$ cat config.mk
export PLATFORM = sky130hd
export DESIGN_NAME = select_not_pipe
export DESIGN_NICKNAME = d
export VERILOG_FILES = /design/src/rtl/select_not_pipe.sv
export SDC_FILE = /design/constraint.sdc
export NUM_CORES = 1
export LEC_CHECK = 0
export CORE_ASPECT_RATIO = 2
export CORE_MARGIN = 2
export CORE_UTILIZATION = 40
export DETAILED_ROUTE_END_ITERATION = 16
export HOLD_SLACK_MARGIN = 0.08
export PLACE_DENSITY_LB_ADDON = 0.2
export SLEW_MARGIN = 15
export SYNTH_ARGS = -nofsm -noshare
export SYNTH_HDL_FRONTEND = slang
export SYNTH_SLANG_ARGS = --single-unit
$ cat constraint.sdc
create_clock -name clk -period 2.4 [get_ports clk]
set_input_delay 0.36 -clock clk [delete_from_list [all_inputs] [get_ports clk]]
set_output_delay 0.36 -clock clk [all_outputs]
set_load 0.05 [all_outputs]
$ cat src/rtl/select_not_pipe.sv
// select_not_pipe: registered NOT(s ? b : a) with valid/ready, select modes and a saturating beat counter; SELECT_NOT_PIPE_PARITY_EN adds q_par
module select_not_pipe #(
  parameter int WIDTH       = 8,
  parameter int AUTO_PERIOD = 4,
  parameter int CNT_W       = 16
) (
  input  logic             clk,
  input  logic             rst,
  input  logic             in_valid,
  output logic             in_ready,
  input  logic [WIDTH-1:0] a,
  input  logic [WIDTH-1:0] b,
  input  logic             s,
  input  logic [1:0]       mode,
  output logic             out_valid,
  input  logic             out_ready,
  output logic [WIDTH-1:0] q,
  output logic             q_sel,
  output logic [CNT_W-1:0] beat_cnt
`ifdef SELECT_NOT_PIPE_PARITY_EN
  ,
  output logic             q_par
`endif
);
  localparam logic [7:0] LAST = 8'(AUTO_PERIOD - 1);
  logic       sel_st;
  logic [7:0] per_cnt;
  logic       acc;
  logic       esel;
  logic [WIDTH-1:0] nq;
  assign in_ready = !out_valid || out_ready;
  assign acc      = in_valid && in_ready;
  assign esel     = mode[1] ? mode[0] : (mode[0] ? sel_st : s);
  assign nq       = ~(esel ? b : a);
  always_ff @(posedge clk or posedge rst) begin
    if (rst) begin
      out_valid <= 1'b0;
      q         <= '0;
      q_sel     <= 1'b0;
      beat_cnt  <= '0;
      sel_st    <= 1'b0;
      per_cnt   <= '0;
    end else if (acc) begin
      out_valid <= 1'b1;
      q         <= nq;
      q_sel     <= esel;
      if (beat_cnt != '1) beat_cnt <= beat_cnt + 1'b1;
      if (mode != 2'b01) per_cnt <= '0;
      else if (per_cnt == LAST) begin
        per_cnt <= '0;
        sel_st  <= ~sel_st;
      end else per_cnt <= per_cnt + 8'd1;
    end else if (out_ready) out_valid <= 1'b0;
  end
`ifdef SELECT_NOT_PIPE_PARITY_EN
  always_ff @(posedge clk or posedge rst)
    if (rst) q_par <= 1'b0;
    else if (acc) q_par <= ^nq;
`endif
endmodule

==> results.txt <==
----------------------------------------------------
[Run status]
  Run status ... complete, no violations

[STA]
  RSZ-0062 raised after global routing ... false
  Fmax ... 510 MHz
  Worst Tran Pin Value ... 0.546 ns
  Clock Skew ... 0.00782 ns
  Final worst path period share ... 81.7%
  Final setup violation count ... 0
  Final TNS setup ... 0 ns
  Total count of max-transition violations in the final report ... 0
  Shortest period the worst path allows ... 1.96 ns
  Final-report hold violation count ... 0
  Headroom to the max-slew limit ... 63.3%

[Finish]
  # nets final ... 252
  Filler cell count ... 380
  Most frequent cells in the layout ... clkdlybuf4s50_1, dfrtp_1, nand2_1
  Layout overhead on the synthesized area ... 37.2%
  Most common cell after layout, fill and taps aside ... clkdlybuf4s50_1
  Final antenna diode count ... 0
  Ratio of cells with drive above 1 in the final layout ... 11.5%
  Layout Cell Area excl Fill ... 2440 um^2

[Setup path]
  Sort of element at the start of the critical path ... flip-flop
  Slowest Stage Delay on Critical Path ... 0.85 ns
  Highest-delay cell along the critical path ... clkdlybuf4s50_1
  CP required ... 2.04 ns
  CP arrival ... 1.60 ns
  CP Buf/Inv Count ... 1
  Worst Path Class, Setup ... reg2out
  Ordered list of cells on the worst path ... clkdlybuf4s50_1
  Largest fanout of any net on the critical path ... 6
  Critical path capture point type ... primary output
  Kind of cell adding the most delay to the critical path ... buffers and inverters

[Die]
  Number of core rows ... 34
  Starting Density ... 41.4%
  Die ar. ... 5030 um^2
  Ports placed on the boundary ... 50
  Die Height ... 98.3 um
  Area of the placeable core ... 4300 um^2
  Die W ... 51.1 um

[Routing]
  Detailed-route DRC error count ... 0
  Via count ... 1492
  Number of search-and-repair iterations in the first detailed-routing pass ... 4
  Post-detailed-route via-to-cell ratio ... 5.33
  Detail Route Antenna Nets ... 0
  Overall routed net length ... 4.02 mm
  Wirelength per Cell ... 14.4 um
  DRT iter0 DRCs ... 25

[Global route]
  Wire length of the first global-routing pass ... 6.96 mm
  Antenna violations before repair ... 0
  Leftover overflow at the end of global routing ... 0
  Pin count of the biggest net entering global routing ... 36
  Overall Global Routing Usage ... 18.3%
  Via count of the first global-routing pass ... 1515

[Yosys]
  Number of different library cells in the post-synthesis netlist ... 40
  Sequential area share after synthesis ... 49.3%
  Flops & latches, synth ... 35
  Syn Nets ... 197
  Warnings from Yosys ... 0
  Synthesized netlist cell count ... 171
  Total standard cell area after synthesis ... 1780 um^2
  Average cell area after synthesis ... 10.4 um^2

[Clocking]
  Hold-fix buffers, CTS ... 0
  CTS tree ... done
  Root buffer selected by CTS ... clkbuf_8
  Post-cts sizing count ... 0
  Buffer depth of the longest clock path ... 2
  Buffer count from post-CTS setup fixing ... 0
  # H-tree levels ... 2
  Clk Latency, worst-skew pair ... 0.28 ns
  Sink Count ... 35
  Clock buffer count from CTS ... 5
  Clk pin slew, worst setup/hold paths ... 0.07 ns

[Power and ir drop]
  Reported leakage power ... 1.06 nW
  Total power per unit cell area ... 782 nW/um^2
  Highest ir drop seen on vdd ... 621 uV

[Place]
  Final estimated routing congestion in global placement ... 0.795
  HPWL reported at the end of detailed placement ... 3.10 mm
  I/O Buffers ... 49
  Area post-placement ... 2340 um^2

[Run]
  Max-cap viol count ... 0

[Hold path]
  Path class of the lowest-slack min-delay path ... reg2reg

----------------------------------------------------
sequential cells by signal, summed over array words and instances (netlist names):
signal	flops
beat_cnt	16
q	8
per_cnt	8
sel_st	1
out_valid	1
q_sel	1
Yosys cell counts:
| cell type | count | area (um^2) |
|---|---|---|
| a211oi_1 | 1 | 7.51 |
| a21o_1 | 1 | 7.51 |
| a21oi_1 | 2 | 10.0 |
| a221o_1 | 1 | 10.0 |
| a22o_1 | 4 | 35.0 |
| a31oi_1 | 1 | 6.26 |
| and2_0 | 1 | 6.26 |
| and3_1 | 2 | 12.5 |
| and4_1 | 1 | 8.76 |
| and4b_1 | 1 | 10.0 |
| clkbuf_1 | 3 | 11.3 |
| dfrtp_1 | 35 | 876 |
| ha_1 | 3 | 37.5 |
| inv_1 | 5 | 18.8 |
| mux2_2 | 11 | 124 |
| mux2i_1 | 1 | 10.0 |
| nand2_1 | 21 | 78.8 |
| nand2b_1 | 3 | 18.8 |
| nand3_1 | 7 | 35.0 |
| nand4_1 | 4 | 25.0 |
| nand4b_1 | 1 | 8.76 |
| nor2_1 | 8 | 30.0 |
| nor2_2 | 1 | 6.26 |
| nor2b_1 | 1 | 6.26 |
| nor3_1 | 7 | 35.0 |
| nor3b_1 | 1 | 7.51 |
| nor4_1 | 6 | 37.5 |
| nor4_2 | 1 | 12.5 |
| nor4_4 | 1 | 21.3 |
| nor4b_1 | 2 | 17.5 |
| o211ai_1 | 2 | 15.0 |
| o21a_1 | 3 | 22.5 |
| o21ai_0 | 11 | 55.1 |
| o21ai_2 | 1 | 8.76 |
| o31ai_1 | 1 | 7.51 |
| or2_2 | 1 | 6.26 |
| or3_1 | 2 | 12.5 |
| or4b_4 | 1 | 13.8 |
| xnor2_1 | 1 | 8.76 |
| xor2_1 | 11 | 96.3 |
power by group:
part / switching [mW] / leakage (nW) / internal, mW / total (mW)
registers: 0.0933 / 0.442 / 0.669 / 0.762
clock network: 0.203 / 0.0513 / 0.304 / 0.508
logic: 0.401 / 0.569 / 0.237 / 0.638
logic make-up (layout without fill, tap and decap cells):
| logic type | after synthesis | count (layout) | synth area share [%] |
|---|---|---|---|
| AO/OA/AOI/OAI | 28 | 28 | 10.4 |
| XOR/XNOR | 12 | 12 | 5.91 |
| adder cells (fa/ha/maj) | 3 | 3 | 2.11 |
| buffers and inverters | 8 | 63 | 1.69 |
| flip-flops | 35 | 35 | 49.3 |
| multiplexers | 12 | 12 | 7.53 |
| AND/OR/NAND/NOR | 73 | 73 | 23.1 |
area by class of cell:
class | instances | area, um^2 | share of cell area [%]
Inverter | 5 | 18.8 | 0.769
Sequential cell | 35 | 876 | 35.9
Clock buffer | 6 | 72.6 | 2.97
Timing Repair Buffer | 51 | 503 | 20.6
Tap cell | 54 | 67.6 | 2.77
Multi-Input combinational cell | 128 | 872 | 35.7
Clock inverter | 1 | 30.0 | 1.23
through the flow:
| step | util [%] | setup slack (ns) | total power [mW] | hold slack (ns) | cells |
|---|---|---|---|---|---|
| 6_report | 56.8 | 0.439 | 1.91 | 0.465 | 280 |
| 5_1_grt | 56.8 | 0.315 | 2.02 | 0.490 | 280 |
| 4_1_cts | 56.8 | 0.434 | 1.94 | 0.469 | 280 |
| 3_5_place_dp | 54.4 | 0.234 | 1.42 | 0.455 | 273 |
| 3_3_place_gp | 54.4 | 0.302 | 1.41 | 0.455 | 273 |
| 2_1_floorplan | - | 0.119 | 1.17 | 0.436 | 171 |
per-layer routing:
metal,wire length (um),GRT usage (%),part of all wire [%],vias to the layer above
met1,1450,18.9,36,729
met2,2410,34.9,60,32
met4,45,5.61,1.1,0
li1,-,-,-,726
met5,0,0,0,-
met3,116,3.82,2.9,5
path summary, 6_finish.rpt:
kind / start / to / slack (ns) / cells past startpoint
worst max-delay path: beat_cnt[7]$_DFFE_PP0P_ / beat_cnt[7] / 0.44 / 1
worst min-delay path: sel_st$_DFFE_PP0P_ / sel_st$_DFFE_PP0P_ / 0.46 / 1
worst max register to register: per_cnt[0]$_DFFE_PP0P_ / per_cnt[3]$_DFFE_PP0P_ / 0.46 / 5
worst min register to register: sel_st$_DFFE_PP0P_ / sel_st$_DFFE_PP0P_ / 0.46 / 1
max in group asynchronous: rst / beat_cnt[14]$_DFFE_PP0P_ / 1.59 / 3
min in group asynchronous: rst / per_cnt[2]$_DFFE_PP0P_ / 0.48 / 3
(Power assumes the default switching activity.)
